$ cat src/rtl/dm_cache_ctrl.sv
// Direct-mapped, one-word-per-line, write-through, no-write-allocate cache
// controller. Owns the valid bits and the hit compare. The tag and data RAMs
// live outside and have a registered read port. Misses and all stores go to a
// single-word request/ready memory port.
module dm_cache_ctrl #(
   parameter int ADDR_BITS  = 32,
   parameter int DATA_BITS  = 32,
   parameter int INDEX_BITS = 5,
   parameter int TAG_BITS   = 25
) (
   input  logic                  Clk_i,
   input  logic                  Rst_n_i,
   // core side
   input  logic                  CoreReq_i,
   input  logic                  CoreWrite_i,
   input  logic [ADDR_BITS-1:0]  CoreAddr_i,
   input  logic [DATA_BITS-1:0]  CoreWData_i,
   output logic                  CoreStall_o,
   output logic [DATA_BITS-1:0]  CoreRData_o,
   output logic                  CoreRValid_o,
   // tag RAM
   output logic [INDEX_BITS-1:0] TagAddress_o,
   output logic [TAG_BITS-1:0]   TagIn_o,
   output logic                  TagWrite_o,
   input  logic [TAG_BITS-1:0]   TagOut_i,
   // data RAM
   output logic [INDEX_BITS-1:0] DataAddress_o,
   output logic [DATA_BITS-1:0]  DataIn_o,
   output logic                  DataWrite_o,
   input  logic [DATA_BITS-1:0]  DataOut_i,
   // memory side
   output logic                  MemReq_o,
   output logic                  MemWrite_o,
   output logic [ADDR_BITS-1:0]  MemAddr_o,
   output logic [DATA_BITS-1:0]  MemWData_o,
   input  logic [DATA_BITS-1:0]  MemRData_i,
   input  logic                  MemReady_i
);

   localparam int CACHE_LINES = 2 ** INDEX_BITS;

   typedef enum logic [1:0] {
      IDLE   = 2'd0,
      LOOKUP = 2'd1,
      MEM_RD = 2'd2,
      MEM_WR = 2'd3
   } state_t;

   state_t                 state_q;
   logic [TAG_BITS-1:0]    tag_q;
   logic [INDEX_BITS-1:0]  idx_q;
   logic                   write_q;
   logic [DATA_BITS-1:0]   wdata_q;
   logic [CACHE_LINES-1:0] valid_q;

   logic                   mem_req_q;
   logic                   mem_write_q;
   logic [ADDR_BITS-1:0]   mem_addr_q;
   logic [DATA_BITS-1:0]   mem_wdata_q;

   logic [INDEX_BITS-1:0]  core_idx;
   logic [TAG_BITS-1:0]    core_tag;
   logic                   hit;
   logic                   load_hit;
   logic                   store_hit;
   logic                   refill_done;

   // Byte offset bits of the core address carry no information for a word cache.
   logic                   unused_byte_bits;
   assign unused_byte_bits = ^CoreAddr_i[1:0];

   assign core_idx = CoreAddr_i[INDEX_BITS+1:2];
   assign core_tag = CoreAddr_i[ADDR_BITS-1:INDEX_BITS+2];

   // TagOut/DataOut were read on the accepting edge, so they are valid in LOOKUP.
   assign hit         = valid_q[idx_q] && (TagOut_i == tag_q);
   assign load_hit    = (state_q == LOOKUP) && !write_q && hit;
   assign store_hit   = (state_q == LOOKUP) &&  write_q && hit;
   assign refill_done = (state_q == MEM_RD) && MemReady_i;

   // In IDLE the RAM address follows the core so the read fires on the accept edge.
   assign TagAddress_o  = (state_q == IDLE) ? core_idx : idx_q;
   assign DataAddress_o = TagAddress_o;

   // RAM write port: refill writes tag+data, a store hit updates data only.
   assign TagWrite_o  = refill_done;
   assign TagIn_o     = tag_q;
   assign DataWrite_o = refill_done || store_hit;
   assign DataIn_o    = refill_done ? MemRData_i : wdata_q;

   // Load data is returned straight from the RAM on a hit or from memory on a refill.
   assign CoreStall_o  = (state_q != IDLE);
   assign CoreRValid_o = load_hit || refill_done;
   assign CoreRData_o  = refill_done ? MemRData_i :
                         load_hit    ? DataOut_i  : '0;

   assign MemReq_o   = mem_req_q;
   assign MemWrite_o = mem_write_q;
   assign MemAddr_o  = mem_addr_q;
   assign MemWData_o = mem_wdata_q;

   // Controller FSM with the request latch, valid bits and registered memory port.
   always_ff @(posedge Clk_i) begin
      if (!Rst_n_i) begin
         state_q     <= IDLE;
         tag_q       <= '0;
         idx_q       <= '0;
         write_q     <= 1'b0;
         wdata_q     <= '0;
         valid_q     <= '0;
         mem_req_q   <= 1'b0;
         mem_write_q <= 1'b0;
         mem_addr_q  <= '0;
         mem_wdata_q <= '0;
      end else begin
         case (state_q)
            IDLE: begin
               if (CoreReq_i) begin
                  tag_q   <= core_tag;
                  idx_q   <= core_idx;
                  write_q <= CoreWrite_i;
                  wdata_q <= CoreWData_i;
                  state_q <= LOOKUP;
               end
            end
            LOOKUP: begin
               if (!write_q && hit) begin
                  state_q <= IDLE;
               end else begin
                  // Loads that miss refill; every store is written through.
                  mem_req_q   <= 1'b1;
                  mem_write_q <= write_q;
                  mem_addr_q  <= {tag_q, idx_q, 2'b00};
                  mem_wdata_q <= write_q ? wdata_q : '0;
                  state_q     <= write_q ? MEM_WR : MEM_RD;
               end
            end
            MEM_RD: begin
               if (MemReady_i) begin
                  valid_q[idx_q] <= 1'b1;
                  mem_req_q      <= 1'b0;
                  mem_write_q    <= 1'b0;
                  mem_addr_q     <= '0;
                  mem_wdata_q    <= '0;
                  state_q        <= IDLE;
               end
            end
            MEM_WR: begin
               if (MemReady_i) begin
                  mem_req_q   <= 1'b0;
                  mem_write_q <= 1'b0;
                  mem_addr_q  <= '0;
                  mem_wdata_q <= '0;
                  state_q     <= IDLE;
               end
            end
            default: state_q <= IDLE;
         endcase
      end
   end

endmodule

$ cat config.mk
export PLATFORM = sky130hd
export DESIGN_NAME = dm_cache_ctrl
export DESIGN_NICKNAME = d
export VERILOG_FILES = /design/src/rtl/dm_cache_ctrl.sv
export SDC_FILE = /design/constraint.sdc
export NUM_CORES = 1
export LEC_CHECK = 0
export ABC_CLOCK_PERIOD_IN_PS = 2100
export BUFFER_PORTS_ARGS = -buffer_cell sky130_fd_sc_hd__buf_4
export CAP_MARGIN = 20
export CORE_MARGIN = 4
export CORE_UTILIZATION = 43
export CTS_CLUSTER_DIAMETER = 100
export DETAILED_ROUTE_END_ITERATION = 10
export MAX_ROUTING_LAYER = met4
export PLACE_DENSITY = 0.77
export SLEW_MARGIN = 10
export SYNTH_ARGS = -nofsm -noshare
export SYNTH_HDL_FRONTEND = slang
export SYNTH_SLANG_ARGS = --single-unit
$ cat constraint.sdc
create_clock -name Clk_i -period 2.1 [get_ports Clk_i]
set_clock_uncertainty 0.15 [all_clocks]
set_input_delay 0.21 -clock Clk_i [delete_from_list [all_inputs] [get_ports Clk_i]]
set_output_delay 0.21 -clock Clk_i [all_outputs]
set_load 0.005 [all_outputs]
[After elaboration in Yosys (flattened, before gate mapping)]
Cells that the tools add are included.
Storage, ports and cells
  register bits after elaboration: 163
  bits of input ports: 158
  logic and storage cells: 63
Operators by class
  magnitude comparators: 2
  equal/unequal tests: 7
  muxes and demuxes: 24
  bitwise logic cells: 1
  reductions and logical operators: 19
Operator list (number)
  $mux 32: 7
  $pmux 32 s2: 2
  $or 32x32->32: 1
  $eq 25x25->1: 1
  $logic_and 1x1->1: 8
  $lt 5x6->1 const B: 1
  $mux 1: 6
  $mux 2: 3
  $pmux 2 s3: 1
  $reduce_and 2->1: 3
  $bmux 1 s5: 1
  $demux 1 s5: 1
  $ge 5x1->1 const B: 1
  $mux 5: 1
  $eq 2x2->1 const B: 2
  $ne 2x2->1 const B: 2
  $pmux 1 s2: 2
  $reduce_bool 2->1: 2
  $reduce_and 3->1: 1
  $eq 2x1->1 const B: 1
  $logic_not 2->1: 1
  $logic_or 1x1->1: 2
  $ne 2x1->1 const B: 1
  $reduce_or 2->1: 1
  $logic_not 1->1: 1

[Longest topological paths before layout]
  depth after elaboration: 6
  gate-level depth with buffers: 9
  depth with buffers taken out: 6

[Least setup slack after synthesis]
Ideal clock, no wire load.
  kind: register -> output
  from: reg idx_q[0]
  to: out CoreRData_o[14]
  arrival time: 2.018 ns
  required time: 1.740 ns
  path slack: -0.278 ns
  stages on the path, launching flop included: 10
  buffers on the path: 3
  cells stage by stage: dfxtp_1 > buf_6 > nor2_1 > a2bb2o_1 > a21o_1 > or4_4 > nor3_2 > buf_4 > buf_6 > a32o_1
On the way
  longest elaborated chain between the ends: 6
Ends and longest elaborated chain
  start, declared: line 51  | logic [INDEX_BITS-1:0] idx_q;
  start signal, assigned: line 120  | idx_q <= core_idx;
  $bmux 1 s5: line 76  | assign hit = valid_q[idx_q] && (TagOut_i == tag_q);
  $mux 1 (implied by the code): line 76
  $logic_and 1x1->1: line 76
  $logic_and 1x1->1: line 77  | assign load_hit = (state_q == LOOKUP) && !write_q && hit;
  $mux 32: line 95  | load_hit ? DataOut_i : '0;
  $mux 32: line 94  | assign CoreRData_o = refill_done ? MemRData_i :
  end, declared: line 19  | output logic [DATA_BITS-1:0] CoreRData_o,
No other way between the ends. The select of a mux whose other input is x is not followed.

[Final worst setup path]
  from: reg idx_q[0]
  to: out CoreRData_o[15]
Same word-level chain as after synthesis.

==> impl_metrics.env <==
export IMPL_critPathSlowestCell="or4_4"
export IMPL_drv_slew=0
export IMPL_fin_crit_sh_pct=142.4
export IMPL_async_reset_ff_share_pct=0
export IMPL_synth_edff_count=0
export IMPL_cts_buffers=17
export IMPL_ys_ff_latch=161
export IMPL_grt_pass1_wl_mm=45.86
export IMPL_path_class="flop to output port"
export IMPL_fin_hold_ws_ns=0.08974
export IMPL_fin_nets=1473
export IMPL_root_buffer="clkbuf_16"
export IMPL_port_buffer_count=322
export IMPL_diodes=0
export IMPL_crit_cells=10
export IMPL_tightest_slew_ns=0.6950
export IMPL_tritoncts="yes"
export IMPL_ir_worst_vdd_mv=0.6497
export IMPL_leakage_nw=5.809
export IMPL_finalPower_mw=8.459
export IMPL_cp_top_family="simple AND/OR/NAND/NOR gates"
export IMPL_maxCapViolCount=0
export IMPL_wl_met1_mm=13.21
export IMPL_worstPathRequired_ns=1.74
export IMPL_dr_wl_met2_mm=16.67
export IMPL_syn_avg_cell_area_um2=8.633
export IMPL_io_pins=327
export IMPL_worstSetupStartpointType="flop"
export IMPL_start_util_pct=43.73
export IMPL_pre_cts_slack_ns=-0.4844
export IMPL_via_count=8845
export IMPL_crit_path_end_kind="output port"
export IMPL_wire_per_inst_um=22.67
export IMPL_setup_ws_ns=-0.8914
export IMPL_hp_class="primary input to flop"
export IMPL_drive_gt1_share_pct=43.48
export IMPL_syn_area_um2=7252
export IMPL_antenna_found_initial=0
export IMPL_yosys_cell_types_count=47
export IMPL_p_per_area_nw_per_um2=658.5
export IMPL_stdcell_count=1547
export IMPL_syn_instance_count=840
export IMPL_synth_top_area_cell="dfxtp_1"
export IMPL_synth_common_cells="nand2_1 (234), dfxtp_1 (161), a21boi_0 (63), clkbuf_1 (56), nand3_1 (35)"
export IMPL_crit_top_cell="buf_6"
export IMPL_drt_iter0_drc=750
export IMPL_crit_arrival_ns=2.63
export IMPL_dr_max_layer_used="met4"
export IMPL_max_freq_mhz=334.3
export IMPL_wl_met3_mm=3.469
export IMPL_clkSinkCount=161
export IMPL_place_inst=1408
export IMPL_htree_levels=4
export IMPL_clk_path_buf_depth=2
export IMPL_finalHoldViolations=0
export IMPL_drt_first_pass_iters=5
export IMPL_drc=0
export IMPL_area_growth_pct=77.14
export IMPL_rows=47
export IMPL_yosys_area_top_type_share_pct=44.44
export IMPL_critPathMaxFanout=8
export IMPL_grt_ovfl_total=0
export IMPL_fin_crit_ns=2.991
export IMPL_gr_usage_all_layers_pct=32.59
export IMPL_setup_viol=99
export IMPL_grt_max_degree=74
export IMPL_core_um2=16580
export IMPL_seq_area_frac_synth_pct=44.44
export IMPL_first_global_vias=8269
export IMPL_clk_pin_slew_ns=0.06
export IMPL_yosys_most_used_dff="dfxtp_1"
export IMPL_reg2regPathDepth=16
export IMPL_cp_cell_sequence="buf_6 -> nor2_2 -> a2bb2o_4 -> a21o_1 -> or4_4 -> nor3_4 -> buf_12 -> buf_6 -> a32o_1 -> buf_4"
export IMPL_die_x_um=137.9
export IMPL_dieArea_um2=19010
export IMPL_synth_most_common_cell="nand2_1"
export IMPL_status="finished, violations left"
export IMPL_synth_area_leaders="dfxtp_1 (44%), nand2_1 (12%), a21boi_0 (6.5%)"
export IMPL_max_stage_delay_ns=0.44
export IMPL_clk_latency_ns=0.43
export IMPL_grt_setup_unrepaired="true"
export IMPL_yosys_warnings=0
export IMPL_dieHeight_um=137.9
export IMPL_r2r_slack_ns=-0.70
export IMPL_hold_depth=4
export IMPL_crit_buf_inv=4
export IMPL_viasPerCell=5.718
export IMPL_max_slew_margin_pct=53.67
export IMPL_antenna_left=0
export IMPL_violations="negative setup slack"
export IMPL_totalWireLength_mm=35.07
export IMPL_dpl_hpwl_mm=20.18
export IMPL_gp_congestion=0.9351
## timing repair
action / CTS / global route
gates resized for setup: 56 / 62
hold endpoints to repair: 65 / 0
setup buffers: 16 / 16
gates cloned: 8 / 7
setup endpoints to repair: 142 / 145
pin swaps: 10 / 17
hold buffers: 67 / 0
## state kept, by name, indices dropped and copies added (netlist names)
name and count:
TagIn_o 25, MemWrite_o 1, MemReq_o 1, write_q 1
MemWData_o 32, MemAddr_o 30, state_q 2, wdata_q 32
valid_q 32, idx_q 5
## report_power, final
part / switching [mW] / total, mW / internal [mW]
registers: 0.107 / 3.27 / 3.16
logic: 0.841 / 1.85 / 1.01
clock network: 1.32 / 3.34 / 2.02
total: 2.27 / 8.46 / 6.19
## placed cells by master, fill, tap and decap left out, types with 22 or more instances in the layout
cell and count:
nand3_1 34, dlygate4sd3_1 67, nor2_1 22, nand2_1 232
o2bb2ai_2 22, buf_4 414, clkbuf_16 23, dfxtp_1 154
a32o_1 28, a22o_1 32, a21boi_0 63
## through the flow
stage	area, um^2	util, %	TNS, ns
3_5_place_dp	10520	63.43	-35.77
3_3_place_gp	10520	63.43	-31.57
4_1_cts	12340	74.42	-47.20
6_report	12850	77.46	-53.15
2_1_floorplan	7267	-	-7.996
5_1_grt	12850	77.46	-58.35
## worst min-delay path, cell delays in order
cell and delay (ns):
buf_4 0.10, mux2i_1 0.06, o22ai_1 0.13, and2_1 0.13
## final timing paths
| path | from | end |
|---|---|---|
| max reg2reg | idx_q[0] | MemReq_o |
| max | idx_q[0] | CoreRData_o[15] |
| min | CoreReq_i | state_q[0] |
| min reg2reg | valid_q[22] | valid_q[22] |
## cell families (layout without fill, tap and decap cells)
logic type | count (synthesis) | in the layout | synth area share (%)
AOI/OAI and AO/OA | 202 | 202 | 22.64
xor gates and xnor gates | 25 | 25 | 3.019
buffers and inverters | 79 | 565 | 5.072
DFF | 161 | 161 | 44.44
muxes | 17 | 17 | 3.503
other | 1 | 2 | 0.05171
and+or+nand+nor | 355 | 355 | 21.27
## cell type report
| cell class | instances | area (um^2) |
|---|---|---|
| multi-input cells | 601 | 3995 |
| fillers | 1057 | 3737 |
| flip-flops and latches | 161 | 3237 |
| clock buffers | 18 | 439.2 |
| clock inverters | 13 | 183.9 |
| inverters | 2 | 20.02 |
| well taps | 220 | 275.3 |
| repair buffers | 532 | 4696 |
## routing by layer
| metal | vias to the layer above | GRT usage, % |
|---|---|---|
| met5 | - | - |
| met4 | 0 | 13.39 |
| met3 | 144 | 8.164 |
| met2 | 573 | 52.20 |
| met1 | 4238 | 39.43 |
| li1 | 3890 | - |
No activity file was read; power rests on OpenSTA's default activity.
